### config.mk
export PLATFORM = sky130hd
export DESIGN_NAME = parking_occupancy_ctrl
export DESIGN_NICKNAME = d
export VERILOG_FILES = /design/src/rtl/parking_pkg.sv /design/src/rtl/sensor_debounce.sv /design/src/rtl/parking_occupancy_ctrl.sv
export SDC_FILE = /design/constraint.sdc
export NUM_CORES = 1
export LEC_CHECK = 0
export ABC_AREA = 1
export BUFFER_PORTS_ARGS = -buffer_cell sky130_fd_sc_hd__buf_2
export CORE_MARGIN = 4
export CORE_UTILIZATION = 45
export CTS_CLUSTER_DIAMETER = 100
export CTS_CLUSTER_SIZE = 28
export DETAILED_ROUTE_END_ITERATION = 8
export GPL_TIMING_DRIVEN = 0
export MAX_ROUTING_LAYER = met4
export PLACE_DENSITY = 0.66
export SYNTH_ARGS = -nofsm -noshare
export SYNTH_HDL_FRONTEND = slang
export SYNTH_SLANG_ARGS = --single-unit
### constraint.sdc
create_clock -name clk -period 1.8 [get_ports clk]
set_input_delay 0.54 -clock clk [delete_from_list [all_inputs] [get_ports clk]]
set_output_delay 0.54 -clock clk [all_outputs]
set_load 0.01 [all_outputs]
### src/rtl/parking_pkg.sv
// Shared types and default parameters for the parking occupancy controller.
// The state enum is used by the FSM; the defaults seed the top-level parameters.
package parking_pkg;

   typedef enum logic [1:0] {
      IDLE     = 2'd0,
      IN_OPEN  = 2'd1,
      OUT_OPEN = 2'd2
   } park_state_t;

   localparam int DEF_CAPACITY   = 9;
   localparam int DEF_DEB_CYCLES = 4;
   localparam int DEF_HOLD_MAX   = 1000;

endpackage

### src/rtl/sensor_debounce.sv
// Two-flop synchronizer plus debouncer for one raw car-present sensor.
// Emits one-cycle arrive/leave strobes on debounced rising/falling edges.
module sensor_debounce
   import parking_pkg::*;
#(
   parameter int DEB_CYCLES = DEF_DEB_CYCLES
) (
   input  logic clk,
   input  logic rst,
   input  logic raw,
   output logic arrive,
   output logic leave
);

   localparam logic [7:0] DEB_LAST = 8'(DEB_CYCLES - 1);

   logic       sync_p0;
   logic       sync_p1;
   logic       level_q;
   logic       level_d;
   logic [7:0] deb_cnt;

   always_ff @(posedge clk) begin
      if (rst) begin
         sync_p0 <= 1'b0;
         sync_p1 <= 1'b0;
         level_q <= 1'b0;
         level_d <= 1'b0;
         deb_cnt <= 8'd0;
         arrive  <= 1'b0;
         leave   <= 1'b0;
      end else begin
         // synchronizer stage boundary
         sync_p0 <= raw;
         sync_p1 <= sync_p0;
         // level changes only after DEB_CYCLES consecutive disagreeing samples
         if (sync_p1 != level_q) begin
            if (deb_cnt == DEB_LAST) begin
               level_q <= sync_p1;
               deb_cnt <= 8'd0;
            end else begin
               deb_cnt <= deb_cnt + 8'd1;
            end
         end else begin
            deb_cnt <= 8'd0;
         end
         // edge-strobe stage boundary
         level_d <= level_q;
         arrive  <= level_q & ~level_d;
         leave   <= ~level_q & level_d;
      end
   end

endmodule

### src/rtl/parking_occupancy_ctrl.sv
// Parking lot gate controller: debounced entry/exit sensors drive a three-state
// FSM that opens one barrier at a time and tracks the number of free slots.
module parking_occupancy_ctrl
   import parking_pkg::*;
#(
   parameter int CAPACITY   = DEF_CAPACITY,
   parameter int DEB_CYCLES = DEF_DEB_CYCLES,
   parameter int HOLD_MAX   = DEF_HOLD_MAX
) (
   input  logic       clk,
   input  logic       rst,
   input  logic       entry_sensor,
   input  logic       exit_sensor,
   output logic [3:0] free_slots,
   output logic       full,
   output logic       gate_in_open,
   output logic       gate_out_open,
   output logic       reject,
   output logic       timeout
);

   localparam logic [3:0]  CAP4      = 4'(CAPACITY);
   localparam logic [15:0] HOLD_LAST = 16'(HOLD_MAX - 1);

   logic entry_arrive;
   logic entry_leave;
   logic exit_arrive;
   logic exit_leave;

   sensor_debounce #(.DEB_CYCLES(DEB_CYCLES)) u_entry_deb (
      .clk    (clk),
      .rst    (rst),
      .raw    (entry_sensor),
      .arrive (entry_arrive),
      .leave  (entry_leave)
   );

   sensor_debounce #(.DEB_CYCLES(DEB_CYCLES)) u_exit_deb (
      .clk    (clk),
      .rst    (rst),
      .raw    (exit_sensor),
      .arrive (exit_arrive),
      .leave  (exit_leave)
   );

   park_state_t state;
   park_state_t state_nxt;
   logic [15:0] hold_cnt;
   logic        hold_done;
   logic [3:0]  free_nxt;
   logic        reject_nxt;
   logic        timeout_nxt;

   assign hold_done = (hold_cnt == HOLD_LAST);

   always_ff @(posedge clk) begin
      if (rst) begin
         state         <= IDLE;
         free_slots    <= CAP4;
         full          <= 1'b0;
         gate_in_open  <= 1'b0;
         gate_out_open <= 1'b0;
         reject        <= 1'b0;
         timeout       <= 1'b0;
         hold_cnt      <= 16'd0;
      end else begin
         state         <= state_nxt;
         free_slots    <= free_nxt;
         full          <= (free_nxt == 4'd0);
         gate_in_open  <= (state_nxt == IN_OPEN);
         gate_out_open <= (state_nxt == OUT_OPEN);
         reject        <= reject_nxt;
         timeout       <= timeout_nxt;
         // restarts on every state change, so it is zero on gate opening
         if (state_nxt != state || state == IDLE) begin
            hold_cnt <= 16'd0;
         end else begin
            hold_cnt <= hold_cnt + 16'd1;
         end
      end
   end

   // exit requests take priority over a simultaneous entry request
   always_comb begin
      state_nxt = state;
      case (state)
         IDLE: begin
            if (exit_arrive) begin
               if (free_slots != CAP4) state_nxt = OUT_OPEN;
            end else if (entry_arrive) begin
               if (free_slots != 4'd0) state_nxt = IN_OPEN;
            end
         end
         IN_OPEN: begin
            if (entry_leave || hold_done) state_nxt = IDLE;
         end
         OUT_OPEN: begin
            if (exit_leave || hold_done) state_nxt = IDLE;
         end
         default: state_nxt = IDLE;
      endcase
   end

   always_comb begin
      free_nxt    = free_slots;
      reject_nxt  = 1'b0;
      timeout_nxt = 1'b0;
      case (state)
         IDLE: begin
            if (exit_arrive) begin
               reject_nxt = (free_slots == CAP4);
            end else if (entry_arrive) begin
               reject_nxt = (free_slots == 4'd0);
            end
         end
         IN_OPEN: begin
            if (entry_leave) begin
               if (free_slots != 4'd0) free_nxt = free_slots - 4'd1;
            end else if (hold_done) begin
               timeout_nxt = 1'b1;
            end
         end
         OUT_OPEN: begin
            if (exit_leave) begin
               if (free_slots != CAP4) free_nxt = free_slots + 4'd1;
            end else if (hold_done) begin
               timeout_nxt = 1'b1;
            end
         end
         default: begin
            free_nxt = free_slots;
         end
      endcase
   end

endmodule

After elaboration in Yosys (flattened, before gate mapping)
Cells that the tools add are included.
Widths: inputs -> output; s select.
{"block": "word_totals", "regBits": 55, "inputBits": 4, "output_inout_bits": 9, "wordCells": 81}
{"block": "op_classes", "n_addsub": 5, "n_eq_ne": 12, "n_mux": 18, "n_bitwise": 11, "reduce_logical": 13}
{"cell": "$add 16x1->16 const B", "n": 1}
{"cell": "$add 8x1->8 const B", "n": 2}
{"cell": "$eq 16x10->1 const B", "n": 1}
{"cell": "$eq 8x2->1 const B", "n": 2}
{"cell": "$mux 4", "n": 4}
{"cell": "$mux 2", "n": 6}
{"cell": "$logic_not 4->1", "n": 2}
{"cell": "$pmux 4 s2", "n": 1}
{"cell": "$not 1->1", "n": 7}
{"cell": "$pmux 2 s3", "n": 1}
{"cell": "$reduce_or 3->1", "n": 2}
{"cell": "$mux 1", "n": 5}
{"cell": "$add 4x1->4 const B", "n": 1}
{"cell": "$and 1x1->1", "n": 4}
{"cell": "$eq 2x1->1 const B", "n": 2}
{"cell": "$eq 2x2->1 const B", "n": 2}
{"cell": "$eq 4x4->1 const B", "n": 1}
{"cell": "$ne 4x4->1 const B", "n": 1}
{"cell": "$reduce_and 2->1", "n": 2}
{"cell": "$reduce_bool 4->1", "n": 1}
{"cell": "$reduce_or 2->1", "n": 2}
{"cell": "$sub 4x1->4 const B", "n": 1}
{"cell": "$logic_or 1x1->1", "n": 3}
{"cell": "$logic_not 2->1", "n": 1}
{"cell": "3 further kinds", "n": 4}

Logic depth before layout (Yosys ltp)
{"block": "depth", "ltp_word": 8, "mapped_depth": 12, "ltp_nobuf": 11}

Cells and area by module
From an unflattened synthesis, not the netlist that was laid out.
{"block": "unflattened", "cells_unflattened": 373, "hier_area_um2": 2796.4}
{"mod": "parking_occupancy_ctrl", "instances": 1, "cells_per_inst": 211, "area_per_inst_um2": 1537.7, "seq_area_each_um2": 540.5}
{"mod": "sensor_debounce", "instances": 2, "cells_per_inst": 81, "area_per_inst_um2": 629.4, "seq_area_each_um2": 280.3}

Least setup slack after synthesis
No wires, ideal clock.
{"block": "synth_path", "path_type": "reg-to-reg", "start": "register free_slots[0]", "end": "register hold_cnt[9]", "setup_ps": 116, "arrival_time_ps": 1462, "t_required_ps": 1684, "setup_slack_ps": 222, "path_stages_with_launch": 12, "n_path_buf": 1, "synth_period_minus_slack_ps": 1578, "path_cell_list": "dfxtp_1 > inv_1 > ha_1 > nand3_1 > nand3_1 > nand2_1 > nand2_1 > nand2_2 > nand2_2 > nand3_4 > buf_6 > nor2_1"}
{"block": "synth_between", "elab_chain_cells": 8, "word_cells_on_any_way": 10, "classes_between": "eq/ne (2); mux (5); reduce/logical (3)"}
{"item": "start: declaration", "line_no": "parking_occupancy_ctrl.sv:14", "text": "output logic [3:0] free_slots,"}
{"item": "start signal: assignment", "line_no": "parking_occupancy_ctrl.sv:68", "text": "free_slots <= free_nxt;"}
{"item": "$reduce_bool 4->1", "line_no": "parking_occupancy_ctrl.sv:91", "text": "if (free_slots != 4'd0) state_nxt = IN_OPEN;"}
{"item": "$mux 2", "line_no": "parking_occupancy_ctrl.sv:91"}
{"item": "$mux 2", "line_no": "parking_occupancy_ctrl.sv:90", "text": "end else if (entry_arrive) begin"}
{"item": "$mux 2 (*)", "line_no": "parking_occupancy_ctrl.sv:88", "text": "if (exit_arrive) begin"}
{"item": "$pmux 2 s3 (*)", "line_no": "parking_occupancy_ctrl.sv:86", "text": "case (state)"}
{"item": "$ne 2x2->1 (*)", "line_no": "parking_occupancy_ctrl.sv:75", "text": "if (state_nxt != state || state == IDLE) begin"}
{"item": "$logic_or 1x1->1 (*)", "line_no": "parking_occupancy_ctrl.sv:75"}
{"item": "$reduce_or 2->1 (no source line) (*)"}
{"item": "end signal: assignment", "line_no": "parking_occupancy_ctrl.sv:78", "text": "hold_cnt <= hold_cnt + 16'd1;"}
{"item": "end: declaration", "line_no": "parking_occupancy_ctrl.sv:48", "text": "logic [15:0] hold_cnt;"}
Every way passes the cells marked *; elsewhere a longest branch is shown, timed or not.
A chain may end at the register's enable or synchronous reset.

Worst setup path in the final report
{"block": "layout_path", "start": "register free_slots[0]", "end": "register hold_cnt[3]"}
Same word-level chain as after synthesis.

==> metrics.md <==
| Metric | Value |
|---|---|
| Post-DR wirelength/cell | slightly below 10 um |
| Min Tclk post-route | 1660 ps |
| Status | finished, final reports clean |
| P_sw | around 0.42 mW |
| Final hold slack | 406 ps |
| Longest Clk Path Bufs | 2 |
| H-tree levels | 2 |
| Root Buffer | clkbuf_8 |
| Worst Hold Class | reg -> reg |
| DP Wirelength | 3140 um |
| Mapped Nets | roughly 350 |
| Reg2Reg Setup Slack | 140 ps |
| CP cell instances | inv_1 -> ha_1 -> nand3_1 -> nand3_1 -> nand2_1 -> nand2_1 -> nand2_2 -> nand2_2 -> nand3_4 -> buf_6 -> nor2_1 |
| Slowest-stage cell, CP | dfxtp_2 |
| Core Box Area | about 0.0053 mm^2 |
| Slew Limit Fails | 0 |
| CTS buffer count | 5 |
| Synth Flop Type | dfxtp_1 |
| Area contributors post-synth | dfxtp_1, nand2_1, inv_1 |
| Vias per Instance | ~4.7 |
| Critical Path End Type | flip-flop |
| Synth warn | 0 |
| Initial antenna violation count | 0 |
| TritonCTS clock tree | built |
| Achievable Freq | 0.603 GHz |
| Yosys reg bits | 55 |
| Initial DRC Count | a little over 70 |
| Vias in the first global route | 1766 |
| Net Sw Frac | between 20% and 30% |
| Clock sink total | 55 |
| CTS clock-pin slew for the worst setup and hold paths | approximately 100 ps |
| Starting Density | 47.8% |
| Antenna cells | 0 |
| Yosys cell types | 26 |
| Seq/Total Area, Yosys | 43.7% |
| CP Data Arrival Time | 1860 ps |
| RSZ-0062 raised after global routing | yes |
| Syn_area_per_cell | 7.45 um^2 |
| Top-count cell post-synth | nand2_1 |
| Placed cell area | roughly 0.0027 mm^2 |
| Final GP Congestion | 0.883 |
| Rows | 26 |
| Period utilization | 92.1% |
| Max VDD drop | 337 uV |
| Clock share of power | 35.3% |
| Seq pwr share | 63.4% |
| Final instance area | 0.00279 mm^2 |
| Routed Wire Length | 4240 um |
| CP delay by family, top | simple AND/OR/NAND/NOR gates |
| IO Pins | 13 |
| Least-Margin Pin Slew | about 440 ps |
| Max-slew headroom | 70.9% |
| Fin Clk Skew | 9.29 ps |
| Synth top area share | a little over two fifths |
| Mapped Area | 0.00252 mm^2 |
| Vias | 1999 |
| Final Hold Violating Endpoints | 0 |
| Leading cell types by count after synthesis | nand2_1, dfxtp_1, inv_1 |
| Crit path launch type | flip-flop |
| Req. time, crit path | around 2000 ps |
| Post-Synthesis Cells | ~340 |
| Post-synth ARST share | 0% |
| Max cap viols | 0 |
| Crit path buf inv count | 2 |
| Crit-path max FO | 10 |
| Die Footprint | 0.00686 mm^2 |
| Global route overflow | 0 |
| Synthesis-to-layout area growth | 10.8% |
| Pin count of the biggest net entering global routing | 19 |
| Die Y | 82.8 um |
| Post-synth EDFFs | 0 |
| CP Class | reg -> reg |
| Die Wd | between 80 and 90 um |
| P_leak | 1.11 nW |
| Global-route wire length before repair | 7450 um |
| # port buffers | 11 |
| Slowest cell delay on critical path | 410 ps |
| Cell accounting for the most synthesized area | dfxtp_1 |
| Pwr dens | 691 mW/mm^2 |
| DRT Pass-1 Iters | 4 |
| Share of cells above drive strength 1 | 13.4% |
| Comb pwr share | between 1 and 1.5% |
| Antenna-violating nets left | 0 |
| Overall routing resource usage | roughly an eighth |
| Drt drc | 0 |
| P_int | 1.51 mW |
| Final net count | 371 |
| Clock Latency Late Sink | around 310 ps |
| Final-report setup violation count | 0 |
## metrics by stage
stage                     cells  util (%)  worst slack [ps]  total power [mW]  TNS (ps)
final                       427      53.0               142              1.93         0
after global routing        427      53.0             -12.2              2.02     -17.6
after CTS                   427      52.3              41.8              1.96         0
after detailed placement    419      50.5              17.8              1.28         0
after global placement      419      50.5              26.7              1.28         0
after floorplan             338         -               222              1.27         0
## repair_timing
item | 4_1_cts | 5_1_grt
setup endpoints to repair | 0 | 19
gates resized for setup | 0 | 14
setup buffers | 0 | 0
hold buffers | 0 | 0
## worst register-to-register path: stages (launching register included)
cell and delay, ps:
dfxtp_2 410, inv_1 100, ha_1 220, nand3_1 110, nand3_1 110, nand2_1 70, nand2_1 70, nand2_2 100
nand2_2 70, nand3_4 100, buf_6 150, nor2_1 40
## area by class of cell
| class | instances | area [um^2] |
|---|---|---|
| Tap cell | 70 | 87.6 |
| Buffer | 3 | 18.8 |
| Multi-Input combinational cell | 225 | 1220 |
| Timing Repair Buffer | 11 | 55.1 |
| Inverter | 55 | 206 |
| Clock inverter | 3 | 25.0 |
| Sequential cell | 55 | 1110 |
| Clock buffer | 5 | 68.8 |
| Fill cell | 528 | 2480 |
## final timing paths
| check | cells after the start | to | from |
|---|---|---|---|
| min | 2 | u_exit_deb.sync_p1 | u_exit_deb.sync_p0 |
| min reg2reg | 2 | u_exit_deb.sync_p1 | u_exit_deb.sync_p0 |
| max | 11 | hold_cnt[3] | free_slots[0] |
| max reg2reg | 11 | hold_cnt[3] | free_slots[0] |
## routing by layer
layer | track usage (%) | vias to the layer above | wire length, um | share of wire [%]
met5 | - | - | 0 | 0
met4 | 4.46 | 0 | 23 | 0.54
met3 | 3.37 | 2 | 189 | 4.5
met2 | 19.8 | 41 | 1910 | 45
met1 | 17.4 | 854 | 2110 | 50
li1 | - | 1102 | - | -
## cells by family after synthesis
group / Yosys count / share of synthesized area (%)
buffers and inverters: 58 / 8.94
and+or+nand+nor: 167 / 29.8
DFF: 55 / 43.7
adders and majority gates: 11 / 5.46
xor gates and xnor gates: 16 / 5.56
AOI/OAI and AO/OA: 31 / 6.56
## flip-flops by register name, summed over array words and instances, names as in the netlist, 2 cells and up
register and cells:
free_slots 4, hold_cnt 16, state 2, u_entry_deb.deb_cnt 8
u_exit_deb.deb_cnt 8
## power by group through the flow
| stage | sequential [mW] | combinational [mW] | clock (mW) |
|---|---|---|---|
| floorplan | 1.25 | 0.0164 | 0 |
| global placement | 1.25 | 0.0234 | 0 |
| detailed placement | 1.25 | 0.0236 | 0 |
| CTS | 1.22 | 0.0236 | 0.713 |
| global route | 1.23 | 0.0271 | 0.771 |
| finish | 1.22 | 0.0237 | 0.681 |
## placed cells by master, fill, tap and decap left out
cell,n
a211oi_1,1
a21oi_1,17
a31o_2,1
buf_2,11
buf_6,1
clkbuf_1,2
clkbuf_8,5
clkinv_4,2
clkinvlp_4,1
dfxtp_1,51
dfxtp_2,4
ha_1,8
ha_2,2
ha_4,1
inv_1,52
inv_2,3
nand2_1,55
nand2_2,5
nand3_1,22
nand3_2,3
nand3_4,1
nand4_1,6
nor2_1,53
nor2_2,4
nor3_1,11
nor3b_1,1
nor4_1,3
o211ai_1,1
o21ai_0,9
o21ai_1,1
o22ai_2,1
or2_2,3
xnor2_1,6
xor2_1,10
(Power assumes the default switching activity.)
